## src/rtl/btb_update_ctrl_if.sv

```systemverilog
// BTB-side port of the update controller: training updates with a valid/ready
// handshake, plus the invalidate strobe the flush walk uses.
interface btb_update_ctrl_if #(
  parameter int BTB_IDX_BITS = 5
);
  logic                    upd_valid;
  logic                    upd_ready;
  logic [31:0]             upd_pc;
  logic [31:0]             upd_target;
  logic                    upd_is_jal;
  logic                    upd_taken;
  logic                    inv_valid;
  logic [BTB_IDX_BITS-1:0] inv_index;

  modport master (
    output upd_valid, upd_pc, upd_target, upd_is_jal, upd_taken,
    output inv_valid, inv_index,
    input  upd_ready
  );

  modport slave (
    input  upd_valid, upd_pc, upd_target, upd_is_jal, upd_taken,
    input  inv_valid, inv_index,
    output upd_ready
  );
endinterface

```

## src/rtl/btb_update_ctrl.sv

```systemverilog
// Queues up to two branch/jal commits per cycle and drains them in order onto the
// BTB's single write port; flush drains the queue then invalidates every BTB index.
module btb_update_ctrl #(
  parameter int QUEUE_DEPTH  = 4,
  parameter int BTB_DEPTH    = 32,
  parameter int BTB_IDX_BITS = 5
) (
  input  logic                               clk,
  input  logic                               rst_n,
  input  logic                               c0_valid,
  input  logic                               c1_valid,
  input  logic [31:0]                        c0_pc,
  input  logic [31:0]                        c1_pc,
  input  logic [31:0]                        c0_target,
  input  logic [31:0]                        c1_target,
  input  logic                               c0_is_branch,
  input  logic                               c1_is_branch,
  input  logic                               c0_is_jal,
  input  logic                               c1_is_jal,
  input  logic                               c0_taken,
  input  logic                               c1_taken,
  output logic                               commit_ready,
  input  logic                               flush_req,
  output logic                               flush_busy,
  btb_update_ctrl_if.master                  btb,
  output logic [$clog2(QUEUE_DEPTH):0]       queue_count,
  output logic                               overflow_err
);

  localparam int PTR_BITS = $clog2(QUEUE_DEPTH);
  localparam int CNT_BITS = PTR_BITS + 1;

  typedef enum logic [1:0] {
    IDLE  = 2'd0,
    DRAIN = 2'd1,
    WALK  = 2'd2
  } state_t;

  typedef struct packed {
    logic [31:0] pc;
    logic [31:0] target;
    logic        is_jal;
    logic        taken;
  } entry_t;

  state_t                  state, state_next;
  logic [BTB_IDX_BITS-1:0] inv_index, inv_index_next;
  logic [PTR_BITS-1:0]     head, tail, slot1;
  logic [CNT_BITS-1:0]     count, enq_cnt;
  entry_t                  queue [QUEUE_DEPTH];
  entry_t                  lane0_entry, lane1_entry, head_entry;
  logic                    enq0, enq1, pop, upd_valid;

  // jal is always taken, so the lane's taken bit is only meaningful for branches
  always_comb begin
    lane0_entry.pc     = c0_pc;
    lane0_entry.target = c0_target;
    lane0_entry.is_jal = c0_is_jal;
    lane0_entry.taken  = c0_is_jal | c0_taken;
    lane1_entry.pc     = c1_pc;
    lane1_entry.target = c1_target;
    lane1_entry.is_jal = c1_is_jal;
    lane1_entry.taken  = c1_is_jal | c1_taken;
  end

  // Ready looks only at registered state so it never depends on this cycle's pop
  assign commit_ready = (state == IDLE) && (count <= CNT_BITS'(QUEUE_DEPTH - 2));

  assign enq0    = commit_ready && c0_valid && (c0_is_branch || c0_is_jal);
  assign enq1    = commit_ready && c1_valid && (c1_is_branch || c1_is_jal);
  assign enq_cnt = CNT_BITS'(enq0) + CNT_BITS'(enq1);
  assign slot1   = tail + PTR_BITS'(enq0);

  assign upd_valid  = (count != '0) && (state != WALK);
  assign pop        = upd_valid && btb.upd_ready;
  assign head_entry = queue[head];

  always_ff @(posedge clk) begin
    if (enq0) queue[tail]  <= lane0_entry;
    if (enq1) queue[slot1] <= lane1_entry;
  end

  always_ff @(posedge clk) begin
    if (!rst_n) begin
      head  <= '0;
      tail  <= '0;
      count <= '0;
    end else begin
      head  <= head + PTR_BITS'(pop);
      tail  <= tail + PTR_BITS'(enq_cnt);
      count <= count + enq_cnt - CNT_BITS'(pop);
    end
  end

  always_ff @(posedge clk) begin
    if (!rst_n) begin
      overflow_err <= 1'b0;
    end else if (!commit_ready && (c0_valid || c1_valid)) begin
      overflow_err <= 1'b1;
    end
  end

  always_ff @(posedge clk) begin
    if (!rst_n) begin
      state     <= IDLE;
      inv_index <= '0;
    end else begin
      state     <= state_next;
      inv_index <= inv_index_next;
    end
  end

  always_comb begin
    state_next     = state;
    inv_index_next = inv_index;
    unique case (state)
      IDLE: begin
        if (flush_req) state_next = DRAIN;
      end
      DRAIN: begin
        if (count == '0) begin
          state_next     = WALK;
          inv_index_next = '0;
        end
      end
      WALK: begin
        if (inv_index == BTB_IDX_BITS'(BTB_DEPTH - 1)) begin
          state_next     = IDLE;
          inv_index_next = '0;
        end else begin
          inv_index_next = inv_index + 1'b1;
        end
      end
      default: begin
        state_next     = IDLE;
        inv_index_next = '0;
      end
    endcase
  end

  assign flush_busy     = (state != IDLE);
  assign queue_count    = count;
  assign btb.upd_valid  = upd_valid;
  assign btb.upd_pc     = head_entry.pc;
  assign btb.upd_target = head_entry.target;
  assign btb.upd_is_jal = head_entry.is_jal;
  assign btb.upd_taken  = head_entry.taken;
  assign btb.inv_valid  = (state == WALK);
  assign btb.inv_index  = inv_index;

endmodule

```

## src/flat_wrapper.sv

```systemverilog
// flat-port wrapper written by rule: the top's interface ports become plain ports
module btb_update_ctrl_flat 
#(
  parameter int QUEUE_DEPTH  = 4,
  parameter int BTB_DEPTH    = 32,
  parameter int BTB_IDX_BITS = 5
)
  (clk, rst_n, c0_valid, c1_valid, c0_pc, c1_pc, c0_target, c1_target, c0_is_branch, c1_is_branch, c0_is_jal, c1_is_jal, c0_taken, c1_taken, commit_ready, flush_req, flush_busy, queue_count, overflow_err, btb_upd_valid, btb_upd_pc, btb_upd_target, btb_upd_is_jal, btb_upd_taken, btb_inv_valid, btb_inv_index, btb_upd_ready);
  btb_update_ctrl_if #(.BTB_IDX_BITS(BTB_IDX_BITS)) btb_i ();
  input  logic clk;
  input  logic rst_n;
  input  logic c0_valid;
  input  logic c1_valid;
  input  logic [31:0] c0_pc;
  input  logic [31:0] c1_pc;
  input  logic [31:0] c0_target;
  input  logic [31:0] c1_target;
  input  logic c0_is_branch;
  input  logic c1_is_branch;
  input  logic c0_is_jal;
  input  logic c1_is_jal;
  input  logic c0_taken;
  input  logic c1_taken;
  output logic commit_ready;
  input  logic flush_req;
  output logic flush_busy;
  output logic [$clog2(QUEUE_DEPTH):0] queue_count;
  output logic overflow_err;
  output wire logic [$bits(btb_i.upd_valid)-1:0] btb_upd_valid;
  output wire logic [$bits(btb_i.upd_pc)-1:0] btb_upd_pc;
  output wire logic [$bits(btb_i.upd_target)-1:0] btb_upd_target;
  output wire logic [$bits(btb_i.upd_is_jal)-1:0] btb_upd_is_jal;
  output wire logic [$bits(btb_i.upd_taken)-1:0] btb_upd_taken;
  output wire logic [$bits(btb_i.inv_valid)-1:0] btb_inv_valid;
  output wire logic [$bits(btb_i.inv_index)-1:0] btb_inv_index;
  input wire logic [$bits(btb_i.upd_ready)-1:0] btb_upd_ready;
  assign btb_upd_valid = btb_i.upd_valid;
  assign btb_upd_pc = btb_i.upd_pc;
  assign btb_upd_target = btb_i.upd_target;
  assign btb_upd_is_jal = btb_i.upd_is_jal;
  assign btb_upd_taken = btb_i.upd_taken;
  assign btb_inv_valid = btb_i.inv_valid;
  assign btb_inv_index = btb_i.inv_index;
  assign btb_i.upd_ready = btb_upd_ready;
  btb_update_ctrl #(.QUEUE_DEPTH(QUEUE_DEPTH), .BTB_DEPTH(BTB_DEPTH), .BTB_IDX_BITS(BTB_IDX_BITS)) u_core (.clk(clk), .rst_n(rst_n), .c0_valid(c0_valid), .c1_valid(c1_valid), .c0_pc(c0_pc), .c1_pc(c1_pc), .c0_target(c0_target), .c1_target(c1_target), .c0_is_branch(c0_is_branch), .c1_is_branch(c1_is_branch), .c0_is_jal(c0_is_jal), .c1_is_jal(c1_is_jal), .c0_taken(c0_taken), .c1_taken(c1_taken), .commit_ready(commit_ready), .flush_req(flush_req), .flush_busy(flush_busy), .btb(btb_i), .queue_count(queue_count), .overflow_err(overflow_err));
endmodule
```

## config.mk

```make
export PLATFORM = sky130hd
export DESIGN_NAME = btb_update_ctrl_flat
export DESIGN_NICKNAME = d
export VERILOG_FILES = /design/src/rtl/btb_update_ctrl_if.sv /design/src/rtl/btb_update_ctrl.sv /design/src/flat_wrapper.sv
export SDC_FILE = /design/constraint.sdc
export NUM_CORES = 1
export LEC_CHECK = 0
export CAP_MARGIN = 20
export CORE_MARGIN = 3
export CORE_UTILIZATION = 40
export CTS_BUF_LIST = sky130_fd_sc_hd__clkbuf_4 sky130_fd_sc_hd__clkbuf_8 sky130_fd_sc_hd__clkbuf_16
export DETAILED_ROUTE_END_ITERATION = 6
export PLACE_DENSITY = 0.65
export SYNTH_ARGS = -nofsm -noshare
export SYNTH_HDL_FRONTEND = slang
export SYNTH_SLANG_ARGS = --single-unit
export TNS_END_PERCENT = 30
```

## constraint.sdc

```tcl
create_clock -name clk -period 5.4 [get_ports clk]
set_clock_uncertainty 0.05 [all_clocks]
set_input_delay 0.54 -clock clk [delete_from_list [all_inputs] [get_ports clk]]
set_output_delay 0.54 -clock clk [all_outputs]
set_load 0.005 [all_outputs]
```

==> run summary <==
Detailed Routing Iterations Pass 1: 4
CP max FO: 38
# hold bufs at CTS: 0
DRT iter0 DRCs: 321
Die H: 190 µm
Post-Syn Nets: 887
clock-pin transition on the worst setup and hold timing paths: 60 ps
fin crit share: 0.729
Mean Syn Cell Area: 18.4 µm²
Arr. time, crit path: 4110 ps
WHS: 407 ps
DR vias: 7550
Clock Tree Buf Depth: 3
Post-Route M1 WL: 13.3 mm
R2R cell count: 9
Total Wirelength: 31.4 mm
Cell Area, Synth: 13500 µm²
r2r startpoint: u_core.queue_count[1]
Placed Cells: 1369
max-slew violation count: 0
post-CTS sizing: 0
kind of critical path: register to register
relative slew slack: 0.284
WL per Instance: 22.0 µm
xor and xnor area share after synthesis: 0.00323
Placed Instance Area: 16300 µm²
simple-gate share of the synthesized area: 0.0186
DR WL met2: 15.9 mm
setup violators final: 0
Max Freq: 254 MHz
vias in the first global route: 8321
n_diodes: 0
critical path launch point: u_core.queue_count[1]
uppermost layer routed: met5
layout cells sized above 1: 0.333
worst hold start: u_core.overflow_err
Post-Layout Inst Area: 17200 µm²
status: finished, final reports clean
power density over the cells: 428 nW/µm²
CP required: 5570 ps
I/O Pins: 219
Synth Area in Compound Gates: 0.0102
fin cells: 1426
Tmin final: 3940 ps
register area share after synthesis: 0.608
Setup Total Neg Slack: 0 ps
HPWL Detailed: 18.9 mm
Remaining Overflow, GRT: 0
worst-skew pair later-pin latency: 560 ps
met3 WL post-DR: 1.53 mm
Post CTS Setup Buffer Count: 0
largest net degree at the start of global routing: 67
Tot Pwr: 7.38 mW
total core area: 32900 µm²
gate count of the mapped netlist: 737
Critical Path End Type: register
Area Growth Syn to Fin: 27.4%
post-synthesis mux area share: 0.329
Worst Hold Class: register to register
Sink Count: 279
initial antenna violation count: 2
DR vias/cell: 5.29
root cell of the clock tree: clkbuf_16
Net count, final: 1111
adder-cell share of the synthesized area: 0.00979
Cell variety after synth: 39
largest family of logic cells by synthesized area: multiplexers
WHS Path Cells: 2
Die W: 190 µm
DRC viols: 0
worst-margin pin slew: 1070 ps
unrepaired setup endpoints after global routing: no
dpl ws: 1090 ps
# port buffers: 218
final hold viol count: 0
GPL Wtd Cong: 0.741
Yosys reg bits: 279
Startpoint Class: register
GRT Total Usage: 0.173
cts bufs inserted: 31
TritonCTS clock tree: done
Worst IR Drop VDD: 279 µV
Row Count: 66
max_cap viols: 0
# H-tree levels: 1
first-pass GRT wire length: 48.7 mm
Synthesis Warnings: 0
die area: 36100 µm²
worst setup margin: 1460 ps
Lkg Pwr: 5.55 nW
Initial Util: 0.411
Core Util, Final: 0.524
DRT antenna net count: 0
## final cells by class
class | count | area, µm²
Timing Repair Buffer | 234 | 2400
Multi-Input combinational cell | 404 | 5080
Sequential cell | 279 | 8240
Clock inverter | 19 | 119
Tap cell | 442 | 553
Clock buffer | 37 | 821
Inverter | 11 | 41.3
Fill cell | 2690 | 15700
## cell usage in the layout, fill, tap and decap left out, types with 6 or more instances in the layout
master	instances
edfxtp_1	264
clkdlybuf4s50_1	218
mux2_2	185
mux2_1	75
mux4_2	66
clkbuf_16	31
dfxtp_1	13
nor2_1	11
inv_1	10
clkinv_1	9
ha_1	9
buf_4	8
buf_12	8
and2_1	7
clkinv_2	7
clkbuf_4	6
## cell families after synthesis
logic type | count (synthesis)
simple gates | 40
fa+ha+maj | 10
compound gates | 19
xor+xnor | 5
buf+inv | 54
flops | 279
mux | 330
## synth_stat cells, drive strengths merged
library cell  instances  area share
o211ai                2      0.0011
nor3                  5      0.0026
nand2                 3     0.00083
or4b                  1     0.00074
nor2b                 1     0.00046
a311oi                2      0.0013
edfxtp              264        0.59
ha                    9      0.0083
xnor2                 2      0.0013
and3                  1     0.00046
buf                  38       0.017
mux4                 66        0.11
nand2b                4      0.0018
mux2                260        0.22
a21oi                 3      0.0011
nand3                 2     0.00074
nor3b                 1     0.00055
fa                    1      0.0015
inv                  10      0.0028
xor2                  3      0.0019
a41oi                 1     0.00065
a32oi                 2      0.0013
clkinv                1     0.00028
clkbuf                5      0.0014
or2                   2     0.00092
nor2                 11      0.0030
o21bai                4      0.0022
and2                  7      0.0032
nor4                  2      0.0031
dfxtp                15       0.022
a2111o                1     0.00083
o21ai                 3      0.0011
o21a                  1     0.00055
mux2i                 4      0.0030
## state kept, by name, indices dropped and copies added, names as in the netlist
name	cells
u_core.overflow_err	1
u_core.tail	2
u_core.btb.inv_index	5
u_core.queue_count	3
u_core.head	2
u_core.queue	264
u_core.state	2
## worst max-delay path, cell delays in order, from the launching register on
cell and delay, ps:
dfxtp_1 410, a2111o_1 490, inv_1 160, o211ai_1 490, inv_1 190, ha_1 460, o211ai_1 240, nor3_4 240
o21bai_4 490, buf_12 350
## routing by layer
| metal | track usage | vias to the layer above |
|---|---|---|
| li1 | - | 3458 |
| met1 | 0.229 | 3861 |
| met2 | 0.304 | 184 |
| met3 | 0.0300 | 43 |
| met4 | 0.0310 | 4 |
| met5 | 0 | - |
## report_power, final
group	total, mW	internal (mW)	leakage (nW)	switching, mW
clock	1.95	1.12	0.468	0.825
combinational	2.39	1.37	2.55	1.02
sequential	3.05	2.86	2.53	0.182
## path summary, 6_finish.rpt
check / endpoint / slack [ps]
min: u_core.overflow_err / 410
min reg2reg: u_core.overflow_err / 410
max: u_core.queue[3][43] / 1460
max reg2reg: u_core.queue[3][43] / 1460
(Power assumes the default switching activity.)
